[src/rtl/pwm_pkg.sv]
// Shared constants for the 16-pin PWM peripheral.
// The counter runs 0..PWM_LAST, so a period is 255 steps.
package pwm_pkg;

    localparam int unsigned NUM_CH           = 16;
    localparam logic [7:0]  PWM_LAST         = 8'd254;
    localparam logic [7:0]  DUTY_FULL        = 8'hFF;
    localparam int unsigned DEFAULT_TICK_DIV = 13;

endpackage

[src/rtl/pwm_tick_gen.sv]
// Prescaler: asserts tick for one clk every TICK_DIV clocks (every clock when TICK_DIV is 1).
module pwm_tick_gen
    import pwm_pkg::*;
#(
    parameter int unsigned TICK_DIV = DEFAULT_TICK_DIV
) (
    input  logic clk,
    input  logic rst,
    output logic tick
);

    localparam logic [15:0] TICK_LAST = 16'(TICK_DIV - 1);

    logic [15:0] tick_cnt;

    assign tick = (tick_cnt == TICK_LAST);

    always_ff @(posedge clk) begin
        if (rst || tick) begin
            tick_cnt <= '0;
        end else begin
            tick_cnt <= tick_cnt + 16'd1;
        end
    end

endmodule

[src/rtl/pwm_peripheral.sv]
// Drives 16 pins as forced-low, static-high or a shared 8-bit PWM waveform.
// Duty changes go through a shadow register loaded only at the period wrap.
module pwm_peripheral
    import pwm_pkg::*;
#(
    parameter int unsigned TICK_DIV = DEFAULT_TICK_DIV
) (
    input  logic       clk,
    input  logic       rst,
    input  logic [7:0] en_reg_out_7_0,
    input  logic [7:0] en_reg_out_15_8,
    input  logic [7:0] en_reg_pwm_7_0,
    input  logic [7:0] en_reg_pwm_15_8,
    input  logic [7:0] pwm_duty_cycle,
    output logic [7:0] out_7_0,
    output logic [7:0] out_15_8,
    output logic       period_start
);

    logic              tick;
    logic              wrap;
    logic              pwm_level;
    logic [7:0]        pwm_cnt;
    logic [7:0]        duty_shadow;
    logic [NUM_CH-1:0] en_out;
    logic [NUM_CH-1:0] en_pwm;
    logic [NUM_CH-1:0] pin_next;
    logic [NUM_CH-1:0] pins;

    pwm_tick_gen #(
        .TICK_DIV (TICK_DIV)
    ) u_tick_gen (
        .clk  (clk),
        .rst  (rst),
        .tick (tick)
    );

    assign en_out = {en_reg_out_15_8, en_reg_out_7_0};
    assign en_pwm = {en_reg_pwm_15_8, en_reg_pwm_7_0};
    assign wrap   = tick && (pwm_cnt == PWM_LAST);

    // Full scale is special-cased: pwm_cnt never reaches 255, so it would otherwise still be all-high,
    // but the explicit term keeps the intent obvious.
    assign pwm_level = (duty_shadow == DUTY_FULL) || (pwm_cnt < duty_shadow);
    assign pin_next  = en_out & (~en_pwm | {NUM_CH{pwm_level}});

    always_ff @(posedge clk) begin
        if (rst) begin
            pwm_cnt      <= '0;
            duty_shadow  <= '0;
            period_start <= 1'b0;
            pins         <= '0;
        end else begin
            period_start <= wrap;
            pins         <= pin_next;
            if (tick) begin
                pwm_cnt <= wrap ? 8'd0 : pwm_cnt + 8'd1;
            end
            if (wrap) begin
                duty_shadow <= pwm_duty_cycle;
            end
        end
    end

    assign out_7_0  = pins[7:0];
    assign out_15_8 = pins[15:8];

endmodule
[config.mk]
export PLATFORM = sky130hd
export DESIGN_NAME = pwm_peripheral
export DESIGN_NICKNAME = d
export VERILOG_FILES = /design/src/rtl/pwm_pkg.sv /design/src/rtl/pwm_tick_gen.sv /design/src/rtl/pwm_peripheral.sv
export SDC_FILE = /design/constraint.sdc
export NUM_CORES = 1
export LEC_CHECK = 0
export CORE_ASPECT_RATIO = 1.5
export CORE_UTILIZATION = 43
export DETAILED_ROUTE_END_ITERATION = 8
export GPL_TIMING_DRIVEN = 1
export MAX_ROUTING_LAYER = met4
export PLACE_DENSITY = 0.75
export SLEW_MARGIN = 25
export SYNTH_ARGS = -nofsm -noshare
export SYNTH_HDL_FRONTEND = slang
export SYNTH_HIERARCHICAL = 1
export SYNTH_SLANG_ARGS = --single-unit
[constraint.sdc]
create_clock -name clk -period 1.9 [get_ports clk]
set_clock_uncertainty 0.2 [all_clocks]
set_input_delay 0.19 -clock clk [delete_from_list [all_inputs] [get_ports clk]]
set_output_delay 0.19 -clock clk [all_outputs]
set_load 0.02 [all_outputs]
After elaboration in Yosys (flattened, before gate mapping):

Index checks and enable logic that the tools add are counted.
W data, S select, Z words.

* magnitude comparators: 1
* bitwise gates (word level): 3
* multiplexer cells: 1
* equal/unequal tests: 3
* reductions and logical operators: 3
* add/sub/neg operators: 2

Operators by type and width (number)
* $add A16 B1 Y16 const B: 1
* $and A16 B16 Y16: 1
* $eq A16 B4 Y1 const B: 1
* $eq A8 B8 Y1 const B: 2
* $not A16 Y16: 1
* $or A16 B16 Y16: 1
* $add A8 B1 Y8 const B: 1
* $lt A8 B8 Y1: 1
* $mux W8: 1
* $logic_or A1 B1 Y1: 2
* $logic_and A1 B1 Y1: 1

* logic and storage cells: 18
* register bits: 49
* input port bits: 42

Depth between registers and ports, before layout:

* depth in word-level cells: 4
* depth in mapped cells: 9

By module:

Netlist, hierarchy kept.

By module, submodules not included
* pwm_peripheral: seq. area each 660.6 um2, cells an instance 156, times used 1, area each 1490.2 um2
* pwm_tick_gen: seq. area each 320.3 um2, cells an instance 85, times used 1, area each 745.7 um2

Worst setup path after synthesis:

No wires, ideal clock.

* path kind: register to register
* from: register u_tick_gen.tick_cnt[3]
* to: register duty_shadow[3]
* setup time: 0.070 ns
* stages on the path, launching flop included: 8
* required time: 1.630 ns
* buffers on the path: 1
* clock period less this slack: 2.013 ns
* slack: -0.113 ns
* arrival: 1.743 ns
* cells stage by stage: dfxtp_1 > nor4bb_1 > and4_1 > nand4_4 > nor2_1 > buf_4 > nand2_1 > a21oi_1

* word-level cells in the longest chain between the ends: 2

Ends and longest elaborated chain
* from (decl): line pwm_tick_gen.sv:14 `logic [15:0] tick_cnt;`
* from (signal assigned): line pwm_tick_gen.sv:22 `tick_cnt <= tick_cnt + 16'd1;`
* $eq A16 B4 Y1: line pwm_tick_gen.sv:16 `assign tick = (tick_cnt == TICK_LAST);`
* via tick: line pwm_peripheral.sv:20 `logic tick;`
* $logic_and A1 B1 Y1: line pwm_peripheral.sv:40 `assign wrap = tick && (pwm_cnt == PWM_LAST);`
* to (signal assigned): line pwm_peripheral.sv:60 `duty_shadow <= pwm_duty_cycle;`
* to (decl): line pwm_peripheral.sv:24 `logic [7:0] duty_shadow;`

The timed path passes the listed nets, and every way through them passes these cells.
A chain may end at the register's enable or synchronous reset.

Final worst setup path:

* from: register duty_shadow[6]
* to: register pins[15]

* word-level cells in the longest chain between the ends: 4
* elaborated cells between the ends (all ways): 5
* those cells by class: order compare (1); eq/ne (1); bitwise (2); reduce/logical (1)

Ends and longest elaborated chain
* $lt A8 B8 Y1 / $eq A8 B8 Y1 (equally long branches): line pwm_peripheral.sv:44 `assign pwm_level = (duty_shadow == DUTY_FULL) || (pwm_cnt < duty_shadow);`
* $logic_or A1 B1 Y1 *: line pwm_peripheral.sv:44
* $or A16 B16 Y16 *: line pwm_peripheral.sv:45 `assign pin_next = en_out & (~en_pwm | {NUM_CH{pwm_level}});`
* $and A16 B16 Y16 *: line pwm_peripheral.sv:45
* to (signal assigned): line pwm_peripheral.sv:55 `pins <= pin_next;`
* to (decl): line pwm_peripheral.sv:28 `logic [NUM_CH-1:0] pins;`

Mark *: on every way between the ends. The rest lies on a longest branch, timed or not.

==> metrics.txt <==
Seq cells post-synth=49; clock tree root buffer cell=clkbuf_8; mapped cell area=2236 um2; Yosys cell types=35; Simple-Gate Fraction of Synth Area=0.2373; Synth Area in Adders=0.06156; Slew Limit Headroom=0.7475; worst hold margin=0.2161 ns; Pleak=1.240 nW; Maximum Capacitance Violations=0; highest-count cells in the layout ignoring fill and taps=58 x clkdlybuf4s50_1, 40 x dfxtp_1, 24 x buf_4, 22 x nor2_1, 22 x a21oi_2; H-tree levels=2; Clock Path Buffers=2; core area=4926 um2; critical path, cell by cell=inv_2 -> ha_4 -> and4_4 -> o21ai_4 -> o32ai_4 -> buf_12 -> buf_12 -> a21oi_2; commonest non-fill, non-tap cell in the layout=clkdlybuf4s50_1; Setup TNS=0 ns; Routed WL per cell=13.96 um; layout cells sized above 1=0.2827; status=complete, no violations; CTS sink count=49; Final nets=381; number of core rows=31; Critical Path AT=1.87 ns; Power Density=592.1 nW/um2; fmax=534.1 MHz; CTS tree=yes; crit path time final=1.872 ns; Crit. End Element=register; Die Wd=60.88 um; critical path startpoint category=register; Final period util=0.9854; Min-Delay Path Class=in -> reg; Setup CP Type=reg -> reg; dpl hpwl=3940 um; post-layout util=0.6972; Data required, critical path=1.90 ns; critical path's top delay family=flip-flops; mux contribution to synthesized area=0; Ports=59; critical path's largest stage delay=0.36 ns; GRT overflow=0; RSZ-0062 raised after global routing=yes; Routed Antenna Nets=0; pin count of the biggest net entering global routing=26; count of endpoints failing setup in the final report=0; total CTS buffers=5; vias per std cell=5.046; 1st-iter DRT viols=47; # hold bufs at CTS=0; Syn Inst Count=241; Antenna Cells=0; Worst Tran Pin Value=0.3754 ns; Hold Fails Final Rpt=0; first-pass detailed-route iteration total=4; placer congestion estimate=0.8715; xor and xnor area share after synthesis=0.07834; largest family of logic cells by synthesized area=simple AND/OR/NAND/NOR gates; worst-skew pair later-pin latency=0.30 ns; Initial Util=0.4539; Mapped Avg Cell Area=9.278 um2; vias in the first global route=1952; Area growth, synth to finish=53.61%; chip height=90.32 um; fillcell total=389; most frequent CP cell=buf_12; synth warn=6; initial antenna violation count=0; DRC viols=0; Net Count, Synth=294; first-pass GRT wire length=8638 um; sequential-to-total area share from yosys stat=0.4387; gr usage total=0.2120; Final Max Slew Viols=0; Worst path slowest cell=dfxtp_2; VDD IR max=0.0005741 V; WP buf/inv=3; via count=1993; Synth Area in Compound Gates=0.1349; WL final=5514 um; Die ar.=5498 um2; port buffer count=58; Worst-path clk slew=0.09 ns; Max Fanout on Critical Path=8
-- per-stage QoR --
stage / instance area [um2] / std cells / total power, W / worst slack [ns]
global placement: 3083 / 384 / 0.001279 / -0.03153
finish: 3435 / 395 / 0.002034 / 0.02776
detailed placement: 3083 / 384 / 0.001283 / -0.08052
floorplan: 2242 / 241 / 0.001147 / 0.009442
global route: 3435 / 395 / 0.002104 / -0.03518
CTS: 3334 / 394 / 0.002054 / 0.002778
-- repair_timing --
item / in CTS / in global routing
gates cloned: 1 / 0
endpoints found under the hold margin: 0 / 0
endpoints found under the setup margin: 31 / 27
gates resized for setup: 19 / 29
buffers inserted: 1 / 1
pin swaps: 4 / 26
-- cell type report --
type,count,area (um2),share of cell area
clock inverter,1,30.03,0.008743
timing repair buffer,89,890.9,0.2594
multi-input combinational,169,1297,0.3778
tap,66,82.58,0.02404
sequential,49,994.7,0.2896
clock buffer,7,86.33,0.02514
inverter,14,52.55,0.01530
-- tightest hold or removal path, stage by stage --
cell	delay (ns)
clkdlybuf4s50_1	0.39
nand2_1	0.06
a21oi_1	0.05
-- report_power, final --
part	switching [W]	internal (W)	leakage [nW]
clock	0.000338	0.000429	0.0585
combinational	0.0000809	0.000134	0.780
sequential	0.00000607	0.00104	0.402
-- logic make-up (layout without fill, tap and decap cells) --
family	count (synthesis)	in the layout
fa+ha+maj	11	11
compound gates	41	41
buf+inv	23	111
flops	49	49
simple gates	97	97
xor+xnor	20	20
-- final timing paths --
path | start | endpoint | slack [ns] | depth (start not counted)
worst max-delay path | duty_shadow[6] | pins[15] | 0.03 | 8
worst min-delay path | pwm_duty_cycle[7] | duty_shadow[7] | 0.22 | 3
worst max register to register | duty_shadow[6] | pins[15] | 0.03 | 8
worst min register to register | duty_shadow[2] | duty_shadow[2] | 0.30 | 2
-- cells in the mapped netlist --
cell type,number,area [um2]
a2111oi_4,1,27.53
a21o_1,1,7.510
a21oi_1,16,80.08
a21oi_2,10,87.58
a41o_1,1,10.01
and3_1,1,6.260
and4_1,3,26.28
buf_2,1,5.000
buf_4,2,15.01
buf_6,2,22.52
clkbuf_1,4,15.01
dfxtp_1,49,980.9
ha_1,11,137.6
inv_1,14,52.55
nand2_1,17,63.81
nand2b_1,16,100.1
nand2b_4,1,13.76
nand3_1,4,20.02
nand4_1,9,56.30
nand4_2,1,12.51
nand4_4,1,21.27
nor2_1,23,86.33
nor3_1,11,55.05
nor3b_1,1,7.510
nor4_1,6,37.54
nor4bb_1,1,10.01
o21a_1,1,7.510
o21ai_0,8,40.04
o21ai_1,1,5.000
o31a_1,1,8.760
o32ai_4,1,27.53
or2_1,1,6.260
or3_2,1,7.510
xnor2_1,12,105.1
xor2_1,8,70.07
-- per-layer routing --
layer	vias to the layer above	GRT usage	routed length, um
met4	0	0.09470	174
met5	-	-	0
met3	18	0.03725	176
li1	1001	-	-
met1	929	0.2185	2098
met2	45	0.3736	3064
-- state kept, by name, summed over array words and instances, names as in the netlist --
name / cells
duty_shadow: 8
pins: 16
period_start: 1
pwm_cnt: 8
u_tick_gen/tick_cnt: 16
(Power assumes the default switching activity.)
